**src/rtl/fsm_scheduler.sv**
```systemverilog
// Round-robin scheduler that time-shares one external bit-serial FSM among four
// requesters: each job clears the FSM, streams a word MSB first and captures the reply.
module fsm_scheduler #(
    parameter int N_BITS = 8
) (
    input  logic                  clock,
    input  logic                  reset,
    input  logic [3:0]            req,
    input  logic [4*N_BITS-1:0]   req_data,
    output logic [3:0]            grant,
    output logic                  busy,
    output logic                  fsm_reset_b,
    output logic                  fsm_in,
    input  logic                  fsm_out,
    output logic                  done,
    output logic [1:0]            done_id,
    output logic [N_BITS-1:0]     result
);

    localparam int               CNT_W = $clog2(N_BITS);
    localparam logic [CNT_W-1:0] LAST  = CNT_W'(N_BITS - 1);

    typedef enum logic [1:0] {IDLE, CLEAR, SHIFT, DONE} state_t;

    state_t              state_q, state_d;
    logic [1:0]          win_q, win_d;
    logic [1:0]          ptr_q;
    logic [1:0]          pick;
    logic [CNT_W-1:0]    cnt_q;
    logic [N_BITS-1:0]   word_q;

    // First requester at or after p, wrapping mod 4; the loop runs backwards so the
    // smallest offset from p wins.
    function automatic logic [1:0] rr_pick(input logic [3:0] r, input logic [1:0] p);
        logic [1:0] idx;
        rr_pick = p;
        for (int i = 3; i >= 0; i--) begin
            idx = p + 2'(i);
            if (r[idx]) rr_pick = idx;
        end
    endfunction

    always_comb begin
        pick    = rr_pick(req, ptr_q);
        state_d = state_q;
        win_d   = win_q;
        case (state_q)
            IDLE, DONE: begin
                if (|req) begin
                    state_d = CLEAR;
                    win_d   = pick;
                end else begin
                    state_d = IDLE;
                end
            end
            CLEAR:   state_d = req[win_q] ? SHIFT : IDLE;
            SHIFT: begin
                if (!req[win_q])        state_d = IDLE;
                else if (cnt_q == LAST) state_d = DONE;
            end
            default: state_d = IDLE;
        endcase
    end

    always_ff @(posedge clock or posedge reset) begin
        if (reset) begin
            state_q <= IDLE;
            win_q   <= 2'd0;
            ptr_q   <= 2'd0;
            cnt_q   <= '0;
            result  <= '0;
            done_id <= 2'd0;
        end else begin
            state_q <= state_d;
            win_q   <= win_d;
            if (state_d == CLEAR) ptr_q <= win_d + 2'd1;
            if (state_q == CLEAR)      cnt_q <= '0;
            else if (state_q == SHIFT) cnt_q <= cnt_q + CNT_W'(1);
            // An abort on the final shift cycle goes to IDLE, so this never fires for it.
            if (state_d == DONE) begin
                result  <= {word_q[N_BITS-2:0], fsm_out};
                done_id <= win_q;
            end
        end
    end

    // One register serves as both transmit and receive shifter: the MSB leaves on
    // fsm_in while the FSM reply enters at the LSB, so after N_BITS shifts it holds the reply.
    always_ff @(posedge clock) begin
        if (state_d == CLEAR)      word_q <= req_data[win_d*N_BITS +: N_BITS];
        else if (state_q == SHIFT) word_q <= {word_q[N_BITS-2:0], fsm_out};
    end

    assign busy        = (state_q != IDLE);
    assign grant       = busy ? (4'b0001 << win_q) : 4'b0000;
    assign done        = (state_q == DONE);
    assign fsm_reset_b = !reset && (state_q != CLEAR);
    assign fsm_in      = (state_q == SHIFT) && word_q[N_BITS-1];

endmodule

```
**config.mk**
```make
export PLATFORM = sky130hd
export DESIGN_NAME = fsm_scheduler
export DESIGN_NICKNAME = d
export VERILOG_FILES = /design/src/rtl/fsm_scheduler.sv
export SDC_FILE = /design/constraint.sdc
export NUM_CORES = 1
export LEC_CHECK = 0
export ABC_AREA = 1
export ABC_CLOCK_PERIOD_IN_PS = 2900
export CAP_MARGIN = 25
export CELL_PAD_IN_SITES_DETAIL_PLACEMENT = 2
export CELL_PAD_IN_SITES_GLOBAL_PLACEMENT = 2
export CORE_MARGIN = 3
export CORE_UTILIZATION = 26
export CTS_CLUSTER_SIZE = 16
export DETAILED_ROUTE_END_ITERATION = 7
export GPL_ROUTABILITY_DRIVEN = 0
export PLACE_DENSITY_LB_ADDON = 0.3
export SYNTH_ARGS = -nofsm -noshare
export SYNTH_HDL_FRONTEND = slang
export SYNTH_SLANG_ARGS = --single-unit
```
**constraint.sdc**
```tcl
create_clock -name clock -period 2.9 [get_ports clock]
set_clock_uncertainty 0.2 [all_clocks]
set_input_delay 0.87 -clock clock [delete_from_list [all_inputs] [get_ports clock]]
set_output_delay 0.87 -clock clock [all_outputs]
set_load 0.02 [all_outputs]
```
==> flow_summary.json, run 1 <==
{
  "status": "complete, no violations",
  "first_pass_iters": 4,
  "finalWorstSetupSlack_ps": 120,
  "worstPathRequired_ps": 1830,
  "max_freq_ghz": 0.360,
  "tightestPinTransition_ps": 437,
  "slew_headroom_pct": 70.9,
  "die_w_um": 90.1,
  "row_count": 30,
  "cp_num_buf_inv": 2,
  "met1_usage_pct": 19.4,
  "critPathTopFamily": "buffers and inverters",
  "yosysWarnings": 0,
  "cp_cell_sequence": "clkdlybuf4s50_1 > nor2_1 > dlygate4sd2_1",
  "routed_wl_um": 6030,
  "rsz0062_at_grt": "no",
  "r2r-end": "word_q[1]",
  "synth_seq_cells": 27,
  "cts-root-buf": "clkbuf_8",
  "io_pins": 57,
  "core-area_um2": 6830,
  "hold_depth": 2,
  "syn-num-nets": 272,
  "leakagePower_nw": 1.34,
  "fin_crit_sh_pct": 95.8,
  "instances_no_fill": 400,
  "r2r_start": "ptr_q[0]",
  "synth_area_um2": 1840,
  "setup_viol": 0,
  "overflow": 0,
  "synthDistinctLibCells": 29,
  "cp-end-kind": "output port",
  "cts_buffer_depth": 2,
  "r2r_slack_ps": 530,
  "vias": 1788,
  "critical_path_class": "input pin to output port",
  "use_met2_pct": 26.5,
  "r2r_cells": 16,
  "top_usage_layer": "met2",
  "peakVddDrop_mv": 0.489,
  "cts_tree": "yes",
  "hpwlAfterDp_um": 4830,
  "initial_utilization_pct": 26.9,
  "grt_pass1_vias": 1977,
  "power.total_w": 0.00417,
  "crit_path_start": "reset",
  "cp-start-kind": "input pin",
  "io_buffers": 56,
  "cpPeakStageDelay_ps": 420,
  "hold_class": "register to register",
  "numCtsBuffers": 3,
  "cp.arrival_ps": 1710,
  "min_period_ps": 2780,
  "drive_above_1_share_pct": 24.0,
  "grtUsageTotal_pct": 14.9,
  "placed_cells": 394,
  "antenna_found_initial": 0,
  "routed_via_density": 4.47,
  "stdcell_area_um2": 2780,
  "post_drt_wl_per_cell_um": 15.1,
  "drv_slew": 0,
  "grt_pass1_wl_um": 9950,
  "drtIter0Drc": 43,
  "nets": 350,
  "pre_cts_slack_ps": -290,
  "die_h_um": 90.1,
  "htree_num_levels": 1,
  "cts_sinks": 27,
  "ys_seq_area_share_pct": 39.0,
  "path_max_fanout": 2,
  "fin_util_pct": 40.7,
  "crit_path_top_delay_cell": "clkdlybuf4s50_1",
  "syn_avg_cell_area_um2": 8.09,
  "syn2layout_area_growth_pct": 51.4,
  "netlist_instances": 227,
  "drc": 0,
  "antenna_cells": 0,
  "die_area_um2": 8110,
  "min_from": "done_id[1]",
  "cellPowerDensity_nw_per_um2": 1500,
  "grt.met3_usage_pct": 0.921,
  "holdPathEnd": "done_id[1]",
  "maxCapViolCount": 0,
  "grt_max_degree": 20,
  "clk_latency_ps": 270,
  "hold_viol": 0,
  "clk_pin_slew_ps": 100,
  "ant_nets": 0,
  "place_area_um2": 2670
}
[area by class of cell]
class / instances / area (µm²)
tap: 96 / 120
multi-input combinational: 171 / 1010
sequential: 27 / 716
clock inverter: 1 / 7.51
fill: 802 / 4050
timing repair buffer: 78 / 796
inverter: 24 / 95.1
clock buffer: 3 / 41.3
[worst register-to-register path: cells and delay by family, from the launching register on]
| family | cells | cell delay (ps) |
|---|---|---|
| buffers and inverters | 3 | 290 |
| DFF | 1 | 620 |
| and+or+nand+nor | 13 | 1030 |
[how the worst max path moves through the flow]
stage	slack (ps)	end	cells past startpoint
finish	120	fsm_reset_b	3
global route	50	busy	4
CTS	10	word_q[4]	17
detailed placement	-290	word_q[4]	17
global placement	-240	word_q[1]	15
floorplan	370	word_q[0]	10
[routing by layer]
layer	vias to the layer above	share of wire [%]
li1	908	-
met1	851	44
met2	27	53
met3	2	2.2
met4	0	0.46
met5	-	0
[power breakdown]
group	internal, W	switching (W)	leakage [nW]
Combinational	0.00137	0.00174	1.01
Sequential	0.000680	0.000163	0.314
Clock	0.0000976	0.000123	0.0217
Total	0.00215	0.00202	1.34
[layout by cell type (no fill, tap or decap)]
master	instances
clkdlybuf4s50_1	47
o21a_1	1
nor4_1	1
nand2_8	1
nand3_2	3
buf_4	16
mux2_2	2
nor2_2	1
nand2_2	21
a21oi_1	4
buf_12	5
inv_1	18
ha_1	6
nand3_1	50
clkinvlp_4	1
nand2_4	2
a31oi_2	2
o21ai_0	5
clkbuf_8	3
inv_6	1
edfxtp_1	8
nor2_1	2
dlygate4sd2_1	5
inv_2	5
o21ai_2	2
dlymetal6s2s_1	4
o211ai_1	1
nor2_4	1
mux2_4	6
dfrtp_1	19
nand2_1	56
buf_6	1
nor3_1	4
[Yosys cell counts]
cell | number | area [µm²]
nand2_4 | 1 | 11.3
nor4_1 | 1 | 6.26
nand2_1 | 57 | 214
clkinv_1 | 1 | 3.75
nand2_2 | 20 | 125
o21ai_0 | 5 | 25.0
edfxtp_1 | 8 | 240
a31oi_2 | 1 | 12.5
a31oi_1 | 1 | 6.26
nand3_1 | 53 | 265
o211ai_1 | 1 | 7.51
buf_2 | 2 | 10.0
inv_6 | 1 | 8.76
inv_2 | 3 | 11.3
o21a_1 | 1 | 7.51
mux2_2 | 2 | 22.5
nand2_8 | 1 | 20.0
mux2_4 | 6 | 90.1
buf_12 | 1 | 20.0
o21ai_2 | 1 | 8.76
o21ai_1 | 1 | 5.00
nor2_2 | 2 | 12.5
nor2_1 | 2 | 7.51
dfrtp_1 | 19 | 475
buf_6 | 3 | 33.8
nor3_1 | 4 | 20.0
ha_1 | 6 | 75.1
a21oi_1 | 4 | 20.0
inv_1 | 19 | 71.3
[cells by family after synthesis]
logic type                 share of synthesized area (%)
adders and majority gates                           4.09
and+or+nand+nor                                     37.1
DFF                                                 39.0
buffers and inverters                               8.65
muxes                                               6.13
AOI/OAI and AO/OA                                   5.04
[what timing repair did]
item	in CTS	in global routing
gates resized for setup	5	14
pin swaps	0	3
setup endpoints to repair	5	20
gates cloned	0	1
hold buffers	0	0
buffers inserted	0	1
[through the flow]
step,TNS [ps],hold WS (ps)
2_1_floorplan,0,247
3_3_place_gp,-4380,265
3_5_place_dp,-5910,276
4_1_cts,0,299
5_1_grt,0,334
6_report,0,293
[registers in the layout, summed over array words and instances (netlist names)]
register / cells
ptr_q: 2
done_id: 2
result: 8
state_q: 2
win_q: 2
word_q: 8
cnt_q: 3
(Power assumes the default switching activity.)
==> run 2, diff against run 1 <==
--- a/config.mk
+++ b/config.mk
@@ -5,13 +5,13 @@
 export SDC_FILE = /design/constraint.sdc
 export NUM_CORES = 1
 export LEC_CHECK = 0
-export ABC_AREA = 1
+export ABC_AREA = 0
 export ABC_CLOCK_PERIOD_IN_PS = 2900
 export CAP_MARGIN = 25
 export CELL_PAD_IN_SITES_DETAIL_PLACEMENT = 2
 export CELL_PAD_IN_SITES_GLOBAL_PLACEMENT = 2
-export CORE_MARGIN = 3
-export CORE_UTILIZATION = 26
+export CORE_MARGIN = 2
+export CORE_UTILIZATION = 27
 export CTS_CLUSTER_SIZE = 16
 export DETAILED_ROUTE_END_ITERATION = 7
 export GPL_ROUTABILITY_DRIVEN = 0
==> flow_summary.json, run 2 <==
{
  "io_buffers": 56,
  "synthArstFlopShare_pct": 70.4,
  "htree_num_levels": 1,
  "maxCapViolCount": 0,
  "path_max_fanout": 5,
  "layout_common_cells": "clkdlybuf4s50_1, dfrtp_1, mux2i_1, inv_1, buf_4",
  "drv_slew": 0,
  "max_freq_ghz": 0.356,
  "syn2layout_area_growth_pct": 54.3,
  "fin_crit_sh_pct": 96.9,
  "slew_headroom_pct": 61.1,
  "pwr-share-comb_pct": 66.4,
  "crit_path_top_delay_cell": "o41ai_4",
  "clkPwrFrac_pct": 7.5,
  "synthFlopType": "dfrtp_1",
  "clk_pin_slew_ps": 100,
  "sw_frac_of_total_pct": 41.9,
  "nets": 265,
  "finalWorstSetupSlack_ps": 90.1,
  "tightestPinTransition_ps": 578,
  "clk_latency_ps": 280,
  "r2r_slack_ps": 110,
  "yosysMostFrequentCell": "dfrtp_1",
  "drive_above_1_share_pct": 17.4,
  "syn-num-nets": 191,
  "syn_avg_cell_area_um2": 11.0,
  "leakagePower_nw": 1.14,
  "cp_num_buf_inv": 2,
  "first_pass_iters": 6,
  "hpwlAfterDp_um": 4190,
  "yosysWarnings": 0,
  "post_drt_wl_per_cell_um": 18.1,
  "holdPathEnd": "result[7]",
  "synth_top_cell_by_area": "dfrtp_1",
  "grt_pass1_wl_um": 8780,
  "netlist_instances": 146,
  "grt_pass1_vias": 1746,
  "place_area_um2": 2370,
  "die_area_um2": 6600,
  "cp.arrival_ps": 2620,
  "numCtsBuffers": 3,
  "cts_tree": "yes",
  "largestRegisters": "result (8), word_q (8), cnt_q (3)",
  "min_period_ps": 2810,
  "overflow": 0,
  "synth_area_leaders": "dfrtp_1, edfxtp_1, mux2i_1",
  "p_int_w": 0.00173,
  "routed_wl_um": 5310,
  "r2r-end": "word_q[3]",
  "worstPathRequired_ps": 2710,
  "p_seq_share_pct": 26.0,
  "drc": 0,
  "grtUsageTotal_pct": 17.7,
  "synth_area_um2": 1610,
  "synthDistinctLibCells": 40,
  "cp-end-kind": "register",
  "grt_max_degree": 20,
  "cellPowerDensity_nw_per_um2": 1200,
  "status": "complete, no violations",
  "drtIter0Drc": 77,
  "p_sw_w": 0.00125,
  "cp_cell_sequence": "dlygate4sd2_1 > nor4_2 > or2_4 > o41ai_4 > clkbuf_16 > mux2i_2 > a222oi_1",
  "ys_top_cells_by_count": "dfrtp_1, mux2i_1, inv_1, mux2_1, edfxtp_1",
  "cts-root-buf": "clkbuf_8",
  "min_from": "result[7]",
  "hold_class": "register to register",
  "ys_seq_area_share_pct": 44.4,
  "ctsHoldBuffers": 0,
  "layout_commonest_cell": "clkdlybuf4s50_1",
  "antenna_found_initial": 0,
  "hold_depth": 1,
  "stdcell_area_um2": 2480,
  "die_h_um": 81.2,
  "io_pins": 57,
  "setup_viol": 0,
  "routed_via_density": 4.98,
  "netlist.area_leader.share_pct": 29.5,
  "r2r_start": "state_q[0]",
  "cp-start-kind": "input pin",
  "row_count": 28,
  "cpPeakStageDelay_ps": 570,
  "synth_edf_count": 8,
  "vias": 1465,
  "hold_slack_ps": 303,
  "hold_viol": 0,
  "cts_buffer_depth": 2,
  "ant_nets": 0,
  "antenna_cells": 0,
  "synth_seq_cells": 27,
  "power.total_w": 0.00298,
  "r2r_cells": 7,
  "critPathTopFamily": "compound AO/OA/AOI/OAI gates",
  "pre_cts_slack_ps": -427,
  "critical_path_class": "input pin to register",
  "die_w_um": 81.2,
  "cts_sinks": 27,
  "cp.depth": 7,
  "core-area_um2": 5850,
  "initial_utilization_pct": 27.5,
  "peakVddDrop_mv": 0.446
}
-- run 2: changes by cell type in the layout (fill, tap and decap cells not counted), moves of 4 or more --
cell	before	now
nand2_1	56	6
mux2_4	6	0
inv_2	5	1
nor2_1	2	6
nand2b_1	0	5
mux2i_1	0	15
mux2_1	0	10
a222oi_1	0	7
inv_1	18	14
nand3_1	50	1
nand2_2	21	0
-- run 2: repair_timing --
action	4_1_cts	5_1_grt
cloned	2	0
buffers inserted	0	2
gates resized for setup	12	11
pin swaps	4	3
setup endpoints to repair	13	10
-- run 2: cells by family after synthesis --
| logic type | share of synthesized area, % |
|---|---|
| XOR/XNOR | 0.544 |
| adder cells (fa/ha/maj) | 4.66 |
| AO/OA/AOI/OAI | 15.6 |
| flip-flops | 44.4 |
| multiplexers | 18.3 |
| buffers and inverters | 5.52 |
| AND/OR/NAND/NOR | 11.0 |
-- run 2: cell type report --
| class | instances | area (µm²) |
|---|---|---|
| clock buffers | 3 | 41.3 |
| clock inverters | 1 | 5.00 |
| fillers | 600 | 3370 |
| inverters | 15 | 56.3 |
| multi-input cells | 99 | 833 |
| flip-flops and latches | 27 | 716 |
| well taps | 75 | 93.8 |
| repair buffers | 74 | 739 |
-- run 2: how the worst max path moves through the flow --
stage / startpoint / end / slack [ps]
finish: req[1] / word_q[3] / 90
global route: state_q[0] / word_q[4] / -0.3
detailed placement: req[3] / word_q[0] / -430
CTS: req[0] / word_q[3] / 6
floorplan: req[1] / word_q[6] / 340
global placement: req[3] / word_q[6] / -260
-- run 2: power groups by stage --
stage                     combinational, W  sequential, W  clock, W
final                              0.00198       0.000775  0.000224
after CTS                          0.00203       0.000784  0.000224
after detailed placement           0.00180       0.000792         0
after floorplan                    0.00108       0.000806         0
after global placement             0.00171       0.000779         0
after global routing               0.00216       0.000808  0.000245
-- run 2: worst register-to-register path, stage by stage, from the launching register on --
cell and delay (ps):
dfrtp_1 440, inv_2 120, ha_2 340, or2_4 290, o41ai_4 580, clkbuf_16 260
mux2i_2 200, a222oi_1 110
-- run 2: through the flow --
| stage | utilization [%] | cells | TNS (ps) |
|---|---|---|---|
| after floorplan | - | 146 | 0 |
| after global placement | 40.5 | 287 | -2450 |
| after detailed placement | 40.5 | 287 | -5500 |
| after CTS | 42.3 | 292 | 0 |
| after global routing | 42.5 | 294 | -0.276 |
| final | 42.5 | 294 | 0 |
-- run 2: routing by layer --
layer  routed length [µm]  track usage, %  vias to the layer above
li1                     -               -                      682
met1                 2080            20.0                      727
met2                 2910            33.5                       47
met3                  221            2.78                        9
met4                   99            5.76                        0
met5                    0               0                        -
